===== src/rtl/clock_mode_ctrl_if.sv =====
// Button/status inputs and mode/strobe outputs of the clock mode controller.
// master: the controller itself; slave: the buttons and datapath around it.
interface clock_mode_ctrl_if;
  logic       btn_mode;
  logic       btn_sel;
  logic       btn_inc;
  logic       btn_start;
  logic       btn_clr;
  logic       is_stopwatch_running;
  logic       is_timer_running;
  logic       alarm_trigger;
  logic       set_time_mode;
  logic       stopwatch_mode;
  logic       timer_mode;
  logic       set_timer_mode;
  logic       set_alarm_mode;
  logic       inc_hours;
  logic       inc_minutes;
  logic       inc_seconds;
  logic       inc_timer_hours;
  logic       inc_timer_minutes;
  logic       inc_timer_seconds;
  logic       inc_alarm_hours;
  logic       inc_alarm_minutes;
  logic       start_stopwatch;
  logic       stop_stopwatch;
  logic       reset_stopwatch;
  logic       start_timer;
  logic       stop_timer;
  logic       reset_timer;
  logic       alarm_reset;
  logic [1:0] field_sel;
  logic [2:0] mode_state;

  modport master (
    input  btn_mode, btn_sel, btn_inc, btn_start, btn_clr,
           is_stopwatch_running, is_timer_running, alarm_trigger,
    output set_time_mode, stopwatch_mode, timer_mode, set_timer_mode, set_alarm_mode,
           inc_hours, inc_minutes, inc_seconds,
           inc_timer_hours, inc_timer_minutes, inc_timer_seconds,
           inc_alarm_hours, inc_alarm_minutes,
           start_stopwatch, stop_stopwatch, reset_stopwatch,
           start_timer, stop_timer, reset_timer, alarm_reset,
           field_sel, mode_state
  );

  modport slave (
    output btn_mode, btn_sel, btn_inc, btn_start, btn_clr,
           is_stopwatch_running, is_timer_running, alarm_trigger,
    input  set_time_mode, stopwatch_mode, timer_mode, set_timer_mode, set_alarm_mode,
           inc_hours, inc_minutes, inc_seconds,
           inc_timer_hours, inc_timer_minutes, inc_timer_seconds,
           inc_alarm_hours, inc_alarm_minutes,
           start_stopwatch, stop_stopwatch, reset_stopwatch,
           start_timer, stop_timer, reset_timer, alarm_reset,
           field_sel, mode_state
  );
endinterface


===== src/rtl/clock_mode_ctrl.sv =====
// Clock UI sequencer: turns raw buttons into mode levels and one-cycle
// command strobes for the clock datapath. All outputs are registered.
// Optional hold-to-repeat on btn_inc: define CLOCK_MODE_CTRL_AUTOREPEAT_EN.
module clock_mode_ctrl #(
  parameter int unsigned REPEAT_DELAY = 2,
  parameter int unsigned TIMEOUT      = 30,
  parameter int unsigned CNT_W        = 6
) (
  input logic               clk_1Hz,
  input logic               reset,
  clock_mode_ctrl_if.master bus
);
  typedef enum logic [2:0] {
    DISP_TIME = 3'd0,
    SET_TIME  = 3'd1,
    STOPWATCH = 3'd2,
    TIMER     = 3'd3,
    SET_TIMER = 3'd4,
    SET_ALARM = 3'd5
  } state_e;

  // Button bit positions
  localparam int unsigned B_MODE = 0, B_SEL = 1, B_INC = 2, B_START = 3, B_CLR = 4;
  // Strobe bit positions; the inc_* groups are laid out hours/minutes/seconds
  localparam int unsigned S_SW_START = 8, S_SW_STOP = 9, S_SW_RST = 10;
  localparam int unsigned S_TM_START = 11, S_TM_STOP = 12, S_TM_RST = 13, S_ALM_RST = 14;

  localparam logic [CNT_W-1:0] TO_LAST = CNT_W'((TIMEOUT == 0) ? 0 : TIMEOUT - 1);

  if (CNT_W < 1 || REPEAT_DELAY < 1 || (TIMEOUT >> CNT_W) != 0 || (REPEAT_DELAY >> CNT_W) != 0)
  begin : g_param_chk
    $error("clock_mode_ctrl: CNT_W too narrow or REPEAT_DELAY < 1");
  end

  state_e           state_q, state_d;
  logic [1:0]       field_sel_q, field_sel_d;
  logic [CNT_W-1:0] idle_cnt_q, idle_cnt_d;
  logic [4:0]       btn, btn_q, btn_d, rise;
  logic [14:0]      strb_q, strb_d;
  logic [4:0]       mode_lvl_q, mode_lvl_d;
  logic             set_mode;
  logic             inc_fire;
  logic [3:0]       inc_base;

  assign btn      = {bus.btn_clr, bus.btn_start, bus.btn_inc, bus.btn_sel, bus.btn_mode};
  assign rise     = btn & ~btn_q;
  assign set_mode = (state_q == SET_TIME) || (state_q == SET_TIMER) || (state_q == SET_ALARM);

`ifdef CLOCK_MODE_CTRL_AUTOREPEAT_EN
  localparam logic [CNT_W-1:0] REP_LIM = CNT_W'(REPEAT_DELAY);
  logic [CNT_W-1:0] rep_cnt_q, rep_cnt_d;
`endif

  // Next state, field, idle counter and command strobes from button rises
  always_comb begin
    state_d     = state_q;
    field_sel_d = field_sel_q;
    idle_cnt_d  = idle_cnt_q;
    btn_d       = btn;
    strb_d      = '0;
    inc_fire    = 1'b0;
    inc_base    = 4'd6;
`ifdef CLOCK_MODE_CTRL_AUTOREPEAT_EN
    rep_cnt_d   = rep_cnt_q;
`endif
    if (rise[B_MODE]) begin
      case (state_q)
        DISP_TIME: state_d = SET_TIME;
        SET_TIME:  state_d = STOPWATCH;
        STOPWATCH: state_d = TIMER;
        TIMER:     state_d = SET_TIMER;
        SET_TIMER: state_d = SET_ALARM;
        default:   state_d = DISP_TIME;
      endcase
      field_sel_d = '0;
      idle_cnt_d  = '0;
`ifdef CLOCK_MODE_CTRL_AUTOREPEAT_EN
      rep_cnt_d   = '0;
`endif
    end else begin
      if (rise[B_SEL]) begin
        case (state_q)
          SET_TIME, SET_TIMER: field_sel_d = (field_sel_q == 2'd2) ? 2'd0 : field_sel_q + 2'd1;
          SET_ALARM:           field_sel_d = {1'b0, ~field_sel_q[0]};
          default:             ;
        endcase
      end
`ifdef CLOCK_MODE_CTRL_AUTOREPEAT_EN
      // rep_cnt==0 means "not repeating": a field change parks it until release
      if (!set_mode || !btn[B_INC]) begin
        rep_cnt_d = '0;
      end else if (rise[B_INC]) begin
        inc_fire  = 1'b1;
        rep_cnt_d = CNT_W'(1);
      end else if (field_sel_d != field_sel_q) begin
        rep_cnt_d = '0;
      end else if (rep_cnt_q != '0) begin
        if (rep_cnt_q >= REP_LIM) inc_fire = 1'b1;
        else                      rep_cnt_d = rep_cnt_q + CNT_W'(1);
      end
`else
      inc_fire = set_mode & rise[B_INC];
`endif
      if (inc_fire) begin
        case (state_q)
          SET_TIME:  inc_base = 4'd0;
          SET_TIMER: inc_base = 4'd3;
          default:   inc_base = 4'd6;
        endcase
        strb_d[inc_base + {2'b00, field_sel_d}] = 1'b1;
      end
      if (rise[B_START]) begin
        if (state_q == STOPWATCH) begin
          if (bus.is_stopwatch_running) strb_d[S_SW_STOP]  = 1'b1;
          else                          strb_d[S_SW_START] = 1'b1;
        end else if (state_q == TIMER) begin
          if (bus.is_timer_running) strb_d[S_TM_STOP]  = 1'b1;
          else                      strb_d[S_TM_START] = 1'b1;
        end
      end
      if (rise[B_CLR]) begin
        if (bus.alarm_trigger)       strb_d[S_ALM_RST] = 1'b1;
        else if (state_q == STOPWATCH) strb_d[S_SW_RST] = 1'b1;
        else if (state_q == TIMER)     strb_d[S_TM_RST] = 1'b1;
      end
      if (set_mode) begin
        if ((|rise) || btn[B_INC]) begin
          idle_cnt_d = '0;
        end else if (TIMEOUT != 0 && idle_cnt_q == TO_LAST) begin
          state_d     = DISP_TIME;
          field_sel_d = '0;
          idle_cnt_d  = '0;
        end else begin
          idle_cnt_d = idle_cnt_q + CNT_W'(1);
        end
      end else begin
        idle_cnt_d = '0;
      end
    end
  end

  // One-hot mode levels decoded from the next state so they align with mode_state
  always_comb begin
    mode_lvl_d = '0;
    case (state_d)
      SET_TIME:  mode_lvl_d[0] = 1'b1;
      STOPWATCH: mode_lvl_d[1] = 1'b1;
      TIMER:     mode_lvl_d[2] = 1'b1;
      SET_TIMER: mode_lvl_d[3] = 1'b1;
      SET_ALARM: mode_lvl_d[4] = 1'b1;
      default:   ;
    endcase
  end

  // State, history and output registers
  always_ff @(posedge clk_1Hz or posedge reset) begin
    if (reset) begin
      state_q     <= DISP_TIME;
      field_sel_q <= '0;
      idle_cnt_q  <= '0;
      btn_q       <= '0;
      strb_q      <= '0;
      mode_lvl_q  <= '0;
    end else begin
      state_q     <= state_d;
      field_sel_q <= field_sel_d;
      idle_cnt_q  <= idle_cnt_d;
      btn_q       <= btn_d;
      strb_q      <= strb_d;
      mode_lvl_q  <= mode_lvl_d;
    end
  end

`ifdef CLOCK_MODE_CTRL_AUTOREPEAT_EN
  // Hold-to-repeat counter
  always_ff @(posedge clk_1Hz or posedge reset) begin
    if (reset) rep_cnt_q <= '0;
    else       rep_cnt_q <= rep_cnt_d;
  end
`endif

  assign bus.set_time_mode     = mode_lvl_q[0];
  assign bus.stopwatch_mode    = mode_lvl_q[1];
  assign bus.timer_mode        = mode_lvl_q[2];
  assign bus.set_timer_mode    = mode_lvl_q[3];
  assign bus.set_alarm_mode    = mode_lvl_q[4];
  assign bus.inc_hours         = strb_q[0];
  assign bus.inc_minutes       = strb_q[1];
  assign bus.inc_seconds       = strb_q[2];
  assign bus.inc_timer_hours   = strb_q[3];
  assign bus.inc_timer_minutes = strb_q[4];
  assign bus.inc_timer_seconds = strb_q[5];
  assign bus.inc_alarm_hours   = strb_q[6];
  assign bus.inc_alarm_minutes = strb_q[7];
  assign bus.start_stopwatch   = strb_q[S_SW_START];
  assign bus.stop_stopwatch    = strb_q[S_SW_STOP];
  assign bus.reset_stopwatch   = strb_q[S_SW_RST];
  assign bus.start_timer       = strb_q[S_TM_START];
  assign bus.stop_timer        = strb_q[S_TM_STOP];
  assign bus.reset_timer       = strb_q[S_TM_RST];
  assign bus.alarm_reset       = strb_q[S_ALM_RST];
  assign bus.field_sel         = field_sel_q;
  assign bus.mode_state        = state_q;
endmodule


===== src/flat_wrapper.sv =====
// flat-port wrapper written by rule: the top's interface ports become plain ports
module clock_mode_ctrl_flat 
#(
  parameter int unsigned REPEAT_DELAY = 2,
  parameter int unsigned TIMEOUT      = 30,
  parameter int unsigned CNT_W        = 6
)
  (clk_1Hz, reset, bus_btn_mode, bus_btn_sel, bus_btn_inc, bus_btn_start, bus_btn_clr, bus_is_stopwatch_running, bus_is_timer_running, bus_alarm_trigger, bus_set_time_mode, bus_stopwatch_mode, bus_timer_mode, bus_set_timer_mode, bus_set_alarm_mode, bus_inc_hours, bus_inc_minutes, bus_inc_seconds, bus_inc_timer_hours, bus_inc_timer_minutes, bus_inc_timer_seconds, bus_inc_alarm_hours, bus_inc_alarm_minutes, bus_start_stopwatch, bus_stop_stopwatch, bus_reset_stopwatch, bus_start_timer, bus_stop_timer, bus_reset_timer, bus_alarm_reset, bus_field_sel, bus_mode_state);
  clock_mode_ctrl_if bus_i ();
  input logic clk_1Hz;
  input logic reset;
  input wire logic [$bits(bus_i.btn_mode)-1:0] bus_btn_mode;
  input wire logic [$bits(bus_i.btn_sel)-1:0] bus_btn_sel;
  input wire logic [$bits(bus_i.btn_inc)-1:0] bus_btn_inc;
  input wire logic [$bits(bus_i.btn_start)-1:0] bus_btn_start;
  input wire logic [$bits(bus_i.btn_clr)-1:0] bus_btn_clr;
  input wire logic [$bits(bus_i.is_stopwatch_running)-1:0] bus_is_stopwatch_running;
  input wire logic [$bits(bus_i.is_timer_running)-1:0] bus_is_timer_running;
  input wire logic [$bits(bus_i.alarm_trigger)-1:0] bus_alarm_trigger;
  output wire logic [$bits(bus_i.set_time_mode)-1:0] bus_set_time_mode;
  output wire logic [$bits(bus_i.stopwatch_mode)-1:0] bus_stopwatch_mode;
  output wire logic [$bits(bus_i.timer_mode)-1:0] bus_timer_mode;
  output wire logic [$bits(bus_i.set_timer_mode)-1:0] bus_set_timer_mode;
  output wire logic [$bits(bus_i.set_alarm_mode)-1:0] bus_set_alarm_mode;
  output wire logic [$bits(bus_i.inc_hours)-1:0] bus_inc_hours;
  output wire logic [$bits(bus_i.inc_minutes)-1:0] bus_inc_minutes;
  output wire logic [$bits(bus_i.inc_seconds)-1:0] bus_inc_seconds;
  output wire logic [$bits(bus_i.inc_timer_hours)-1:0] bus_inc_timer_hours;
  output wire logic [$bits(bus_i.inc_timer_minutes)-1:0] bus_inc_timer_minutes;
  output wire logic [$bits(bus_i.inc_timer_seconds)-1:0] bus_inc_timer_seconds;
  output wire logic [$bits(bus_i.inc_alarm_hours)-1:0] bus_inc_alarm_hours;
  output wire logic [$bits(bus_i.inc_alarm_minutes)-1:0] bus_inc_alarm_minutes;
  output wire logic [$bits(bus_i.start_stopwatch)-1:0] bus_start_stopwatch;
  output wire logic [$bits(bus_i.stop_stopwatch)-1:0] bus_stop_stopwatch;
  output wire logic [$bits(bus_i.reset_stopwatch)-1:0] bus_reset_stopwatch;
  output wire logic [$bits(bus_i.start_timer)-1:0] bus_start_timer;
  output wire logic [$bits(bus_i.stop_timer)-1:0] bus_stop_timer;
  output wire logic [$bits(bus_i.reset_timer)-1:0] bus_reset_timer;
  output wire logic [$bits(bus_i.alarm_reset)-1:0] bus_alarm_reset;
  output wire logic [$bits(bus_i.field_sel)-1:0] bus_field_sel;
  output wire logic [$bits(bus_i.mode_state)-1:0] bus_mode_state;
  assign bus_i.btn_mode = bus_btn_mode;
  assign bus_i.btn_sel = bus_btn_sel;
  assign bus_i.btn_inc = bus_btn_inc;
  assign bus_i.btn_start = bus_btn_start;
  assign bus_i.btn_clr = bus_btn_clr;
  assign bus_i.is_stopwatch_running = bus_is_stopwatch_running;
  assign bus_i.is_timer_running = bus_is_timer_running;
  assign bus_i.alarm_trigger = bus_alarm_trigger;
  assign bus_set_time_mode = bus_i.set_time_mode;
  assign bus_stopwatch_mode = bus_i.stopwatch_mode;
  assign bus_timer_mode = bus_i.timer_mode;
  assign bus_set_timer_mode = bus_i.set_timer_mode;
  assign bus_set_alarm_mode = bus_i.set_alarm_mode;
  assign bus_inc_hours = bus_i.inc_hours;
  assign bus_inc_minutes = bus_i.inc_minutes;
  assign bus_inc_seconds = bus_i.inc_seconds;
  assign bus_inc_timer_hours = bus_i.inc_timer_hours;
  assign bus_inc_timer_minutes = bus_i.inc_timer_minutes;
  assign bus_inc_timer_seconds = bus_i.inc_timer_seconds;
  assign bus_inc_alarm_hours = bus_i.inc_alarm_hours;
  assign bus_inc_alarm_minutes = bus_i.inc_alarm_minutes;
  assign bus_start_stopwatch = bus_i.start_stopwatch;
  assign bus_stop_stopwatch = bus_i.stop_stopwatch;
  assign bus_reset_stopwatch = bus_i.reset_stopwatch;
  assign bus_start_timer = bus_i.start_timer;
  assign bus_stop_timer = bus_i.stop_timer;
  assign bus_reset_timer = bus_i.reset_timer;
  assign bus_alarm_reset = bus_i.alarm_reset;
  assign bus_field_sel = bus_i.field_sel;
  assign bus_mode_state = bus_i.mode_state;
  clock_mode_ctrl #(.REPEAT_DELAY(REPEAT_DELAY), .TIMEOUT(TIMEOUT), .CNT_W(CNT_W)) u_core (.clk_1Hz(clk_1Hz), .reset(reset), .bus(bus_i));
endmodule

===== config.mk =====
export PLATFORM = sky130hd
export DESIGN_NAME = clock_mode_ctrl_flat
export DESIGN_NICKNAME = d
export VERILOG_FILES = /design/src/rtl/clock_mode_ctrl_if.sv /design/src/rtl/clock_mode_ctrl.sv /design/src/flat_wrapper.sv
export SDC_FILE = /design/constraint.sdc
export NUM_CORES = 1
export LEC_CHECK = 0
export BUFFER_PORTS_ARGS = -buffer_cell sky130_fd_sc_hd__buf_2
export CAP_MARGIN = 20
export CORE_UTILIZATION = 31
export DETAILED_ROUTE_END_ITERATION = 16
export SETUP_SLACK_MARGIN = 0.5
export SYNTH_ARGS = -nofsm -noshare
export SYNTH_HDL_FRONTEND = slang
export SYNTH_SLANG_ARGS = --single-unit

===== constraint.sdc =====
create_clock -name clk_1Hz -period 3.14 [get_ports clk_1Hz]
set_input_delay 0.471 -clock clk_1Hz [delete_from_list [all_inputs] [get_ports clk_1Hz]]
set_output_delay 0.471 -clock clk_1Hz [all_outputs]
set_load 0.05 [all_outputs]

# Word level (Yosys, flattened, before mapping)
# Cells that the tools add are included.
[classes] mux=46 bitwise=4 magnitude_cmp=2 n_addsub=3 reduce_logical=7 n_eq_ne=12
[op_table] operator="15-bit two-way mux" n=2
[op_table] operator="2-bit two-way mux" n=13
[op_table] operator="6-bit two-way mux" n=4
[op_table] operator="1-bit two-way mux" n=17
[op_table] operator="3-bit one-hot mux with 5 select lines" n=1
[op_table] operator="3-bit by 2-bit equality test with 1-bit output, second input constant" n=4
[op_table] operator="3-bit equality test, second input constant" n=4
[op_table] operator="3-bit two-way mux" n=4
[op_table] operator="4-bit two-way mux" n=2
[op_table] operator="6-bit by 1-bit adder with 6-bit output, second input constant" n=1
[op_table] operator="3-bit by 1-bit equality test with 1-bit output, second input constant" n=2
[op_table] operator="6-bit by 5-bit equality test with 1-bit output, second input constant" n=1
[op_table] operator="3-bit one-hot mux with 2 select lines" n=1
[op_table] operator="5-bit bitwise AND" n=1
[op_table] operator="4-bit by 5-bit less-than comparator with 1-bit output, second input constant" n=1
[op_table] operator="5-bit inverter" n=1
[op_table] operator="5-bit OR reduction" n=1
[op_table] operator="4-bit by 2-bit adder with 4-bit output" n=1
[op_table] operator="1-bit demux with 4-bit select" n=1
[op_table] operator="4-bit by 1-bit greater-or-equal comparator with 1-bit output, second input constant" n=1
[op_table] operator="2-bit one-hot mux with 2 select lines" n=1
[op_table] operator="3-bit zero test" n=1
[op_table] operator="1-bit logical OR" n=3
[op_table] operator="2-bit by 1-bit adder with 2-bit output, second input constant" n=1
[op_table] operator="5 further kinds" n=5
[totals] regBits=36 output_inout_bits=25 inputBits=10 word_cells=80

# Logic depth before layout (Yosys ltp)
[logic_depth] depth_word=17 ltp_mapped=10

# Worst setup path before layout
# OpenSTA, ideal clock, no wires.
[synth_path] kind="register to register" start="reg u_core.state_q[2] (netlist: u_core.bus.mode_state[2])" end="reg u_core.strb_q[14]" stages_incl_launch_ff=9 arrival_time_ns=2.509 setup_slack_ns=0.553 synth_period_minus_slack_ns=2.587 path_cell_list="dfrtp_1 > clkbuf_1 > maj3_1 > nand3b_1 > nand2_1 > ha_1 > fa_1 > or3_1 > o21ai_1"
[synth_via] elab_chain_cells=14 elab_cells_between_ends=23 cone_classes="add/sub (1); order compare (2); eq/ne (3); mux (12); bitwise (1); reduce/logical (4)"
[synth_lines] item="from (decl)" line="clock_mode_ctrl.sv:35" text="state_e state_q, state_d;"
[synth_lines] item="from (signal assigned)" line="clock_mode_ctrl.sv:165" text="state_q <= state_d;"
[synth_lines] item="3-bit equality test or 3-bit by 1-bit equality test with 1-bit output (tied branches)" line="clock_mode_ctrl.sv:47, clock_mode_ctrl.sv:82, clock_mode_ctrl.sv:105"
[synth_lines] item="2-bit OR reduction" line="clock_mode_ctrl.sv:82" text="case (state_q)"
[synth_lines] item="2-bit one-hot mux with 2 select lines" line="clock_mode_ctrl.sv:82"
[synth_lines] item="2-bit two-way mux" line="clock_mode_ctrl.sv:81" text="if (rise[B_SEL]) begin"
[synth_lines] item="2-bit two-way mux" line="clock_mode_ctrl.sv:66" text="if (rise[B_MODE]) begin"
[synth_lines] item="4-bit by 2-bit adder with 4-bit output" line="clock_mode_ctrl.sv:110" text="strb_d[inc_base + {2'b00, field_sel_d}] = 1'b1;"
[synth_lines] item="4-bit by 5-bit less-than comparator with 1-bit output (not written as such) or 4-bit by 1-bit greater-or-equal comparator with 1-bit output (tied branches)" line="clock_mode_ctrl.sv:110"
[synth_lines] item="1-bit logical AND (not written as such)" line="clock_mode_ctrl.sv:110"
[synth_lines] item="1-bit two-way mux (not written as such)" line="clock_mode_ctrl.sv:110"
[synth_lines] item="1-bit demux with 4-bit select"
[synth_lines] item="15-bit two-way mux *" line="clock_mode_ctrl.sv:104" text="if (inc_fire) begin"
[synth_lines] item="1-bit two-way mux" line="clock_mode_ctrl.sv:122" text="if (bus.alarm_trigger) strb_d[S_ALM_RST] = 1'b1;"
[synth_lines] item="2-bit two-way mux *" line="clock_mode_ctrl.sv:121" text="if (rise[B_CLR]) begin"
[synth_lines] item="15-bit two-way mux *" line="clock_mode_ctrl.sv:66"
[synth_lines] item="named net u_core.strb_d[14]" line="clock_mode_ctrl.sv:39" text="logic [14:0] strb_q, strb_d;"
[synth_lines] item="to (signal assigned)" line="clock_mode_ctrl.sv:169" text="strb_q <= strb_d;"
[synth_lines] item="to (decl)" line="clock_mode_ctrl.sv:39"
# Mark *: on every way through the listed nets, which the timed path passes. The rest lies on a longest branch. The select of a mux whose other input is x is not followed.

# Worst setup path after layout
# Ends and elaborated chain as after synthesis.

==> summary.txt <==
Clock-pin slew on the worst setup and hold paths = 0.07 ns
DRT antenna net count = 0
Worst-margin pin slew = 0.7040 ns
Grt ovf = 0
Crit path max fanout = 14
Initial DRC count = 69
TritonCTS Sinks = 36
Placeable Area = 5140 µm²
Final std cells w/o fill = 257
Rel. slew slack = 0.5302
Antenna violations before repair = 0
Synth Instances = 149
H-tree levels = 2
Worst vdd ir = 0.0002426 V
Area Growth Syn to Fin = 21.04%
Max-slew violations = 0
Power Dens Cells = 769.8 nW/µm²
Final hold vios = 0
Final setup vio count = 0
Simple-gate portion of the synthesized area = 0.2216
Placed Cells = 250
Final setup TNS = 0 ns
Most frequent cells in the layout = 34 x buf_2, 34 x dfrtp_1, 24 x nor2_1
Share of cells above drive strength 1 = 0.2995
Largest family of logic cells by synthesized area = simple AND/OR/NAND/NOR gates
Fmax = 399.6 MHz
Postcts setup bufs = 0
Synth Register Bits = 36
Post-Syn Area = 1665 µm²
Critical path origin = u_core.bus.mode_state[2]
Mapped Avg Cell Area = 11.18 µm²
Worst r2r src = u_core.bus.mode_state[2]
Post-synthesis mux area share = 0.01277
Cell Rows = 26
Kind of critical path = reg2reg
Final net count = 202
Synth cell types = 40
TritonCTS clock tree = built
Largest net degree at the start of global routing = 20
Startpoint types = register
Post-Synth XOR/XNOR Area = 0.02630
Vias per cell = 4.623
Clock Tree Root = clkbuf_8
Clock skew = 0.009023 ns
Post-synthesis compound-gate area fraction = 0.1262
Port Buf Inserts = 34
Capturing point of the worst reg2reg path = u_core.strb_q[14]
Die width = 75.30 µm
Crit end category = register
DRC = 0
Outcome = finished, final reports clean
Syn. warnings = 0
R2r worst-path depth = 7
Routed Wire Length = 3.272 mm
Seq/Total Area, Yosys = 0.5409
GPL Wtd Cong = 0.8846
Synth Area in Adders = 0.04808
Tmin final = 2.503 ns
Total GRT Usage = 0.1293
CTS Buf Count = 5
Routed via count = 1188
Pre-CTS setup slack = 0.5998 ns
Die ar. = 5669 µm²
I/O pins = 35
TritonRoute pass-1 iters = 4
R2R Setup Slk = 0.64 ns
Max cap viols = 0
Max clock buf depth = 2
Fillers = 522
Initial Utilization = 0.3240
Arrival time at the worst endpoint = 2.70 ns
Req. time, crit path = 3.33 ns
RSZ-0062 raised after global routing = no
Antenna diodes = 0
Wire per inst = 12.73 µm
Period utilisation layout = 0.7971
Syn_nets = 164
Post-detail-place hpwl = 2.395 mm
Hold crit path type = in2async
Global-route wire length before repair = 5.319 mm
Smallest setup slack after layout = 0.6372 ns
DIE HEIGHT = 75.30 µm
Vias in the first global route = 1105
Hold-fix buffers, CTS = 0
Worst skew pair latency = 0.28 ns
P_leak = 0.0009582 µW
## registers in the layout (all words and copies together), names as in the netlist
register and count:
u_core.idle_cnt_q 6, u_core.mode_lvl_q 5, u_core.bus.mode_state 3, u_core.btn_q 5, u_core.bus.field_sel 2, u_core.strb_q 15
## cells in the mapped netlist
cell type | instances | area, µm²
a21boi_2 | 1 | 11.26
a21o_1 | 1 | 7.510
a21oi_1 | 4 | 20.02
a21oi_2 | 1 | 8.760
a22oi_1 | 1 | 7.510
and2_1 | 1 | 6.260
buf_2 | 2 | 10.01
clkbuf_1 | 3 | 11.26
dfrtp_1 | 36 | 900.9
fa_1 | 1 | 20.02
ha_1 | 4 | 50.05
inv_1 | 5 | 18.77
maj3_1 | 1 | 10.01
mux2_2 | 1 | 11.26
mux2i_1 | 1 | 10.01
nand2_1 | 11 | 41.29
nand2b_1 | 5 | 31.28
nand3_1 | 6 | 30.03
nand3b_1 | 3 | 22.52
nand4bb_1 | 2 | 22.52
nand4bb_4 | 1 | 27.53
nor2_1 | 24 | 90.09
nor2b_1 | 5 | 31.28
nor3b_1 | 1 | 7.510
nor3b_2 | 1 | 12.51
nor4_2 | 1 | 12.51
o211ai_1 | 2 | 15.01
o21ai_0 | 2 | 10.01
o21ai_1 | 3 | 15.01
o21ai_2 | 1 | 8.760
o22ai_1 | 5 | 31.28
o311ai_1 | 1 | 8.760
o311ai_4 | 1 | 26.28
o31ai_2 | 1 | 12.51
o41ai_4 | 1 | 27.53
or3_1 | 2 | 12.51
or4_4 | 1 | 11.26
or4b_1 | 1 | 10.01
xnor2_1 | 3 | 26.28
xor2_1 | 2 | 17.52
## critical path, stage by stage, from the launching register on
cell      delay (ns)
dfrtp_1         0.55
maj3_1          0.39
nand3b_1        0.11
nand2_1         0.07
ha_1            0.23
fa_1            0.46
or3_1           0.44
o21ai_1         0.17
## power by group
| group | total, µW | switching, µW | internal [µW] | leakage, µW |
|---|---|---|---|---|
| registers | 600 | 79.6 | 521 | 0.000481 |
| clock network | 349 | 154 | 195 | 0.0000503 |
| logic | 602 | 419 | 183 | 0.000427 |
## routing by layer
layer,GRT usage,share of wire
met3,0.04365,0.055
met5,0,0
met4,0.04321,0.0076
met2,0.1925,0.45
met1,0.1770,0.49
## how the worst max path moves through the flow
stage | cells after the start | to | slack (ns)
2_1_floorplan | 8 | u_core.strb_q[14] | 0.55
3_3_place_gp | 7 | u_core.strb_q[13] | 0.69
3_5_place_dp | 7 | u_core.strb_q[12] | 0.60
4_1_cts | 7 | u_core.strb_q[12] | 0.58
5_1_grt | 6 | u_core.strb_q[12] | 0.51
6_report | 7 | u_core.strb_q[14] | 0.64
## area by class of cell
class,count,area (µm²),share of cell area
Tap cell,70,87.58,0.04345
Timing Repair Buffer,36,185.2,0.09187
Sequential cell,36,903.4,0.4482
Multi-Input combinational cell,103,724.4,0.3594
Clock buffer,7,96.34,0.04780
Inverter,5,18.77,0.009311
## repair_timing
item | CTS | global route
hold endpoints to repair | 0 | 0
setup endpoints to repair | 0 | 9
gates resized for setup | 0 | 2
## cells by family after synthesis
group / count (synthesis)
buf+inv: 10
simple gates: 65
mux: 2
compound gates: 25
fa+ha+maj: 6
flops: 36
xor+xnor: 5
## per-stage QoR
stage | utilization | hold WS, ns | power, µW | area, µm²
2_1_floorplan | - | 0.4571 | 1074 | 1665
3_3_place_gp | 0.3729 | 0.4836 | 1210 | 1917
3_5_place_dp | 0.3729 | 0.4856 | 1209 | 1917
4_1_cts | 0.3917 | 0.2974 | 1561 | 2013
5_1_grt | 0.3922 | 0.2903 | 1642 | 2016
6_report | 0.3922 | 0.2910 | 1552 | 2016
No activity file was read; power rests on OpenSTA's default activity.
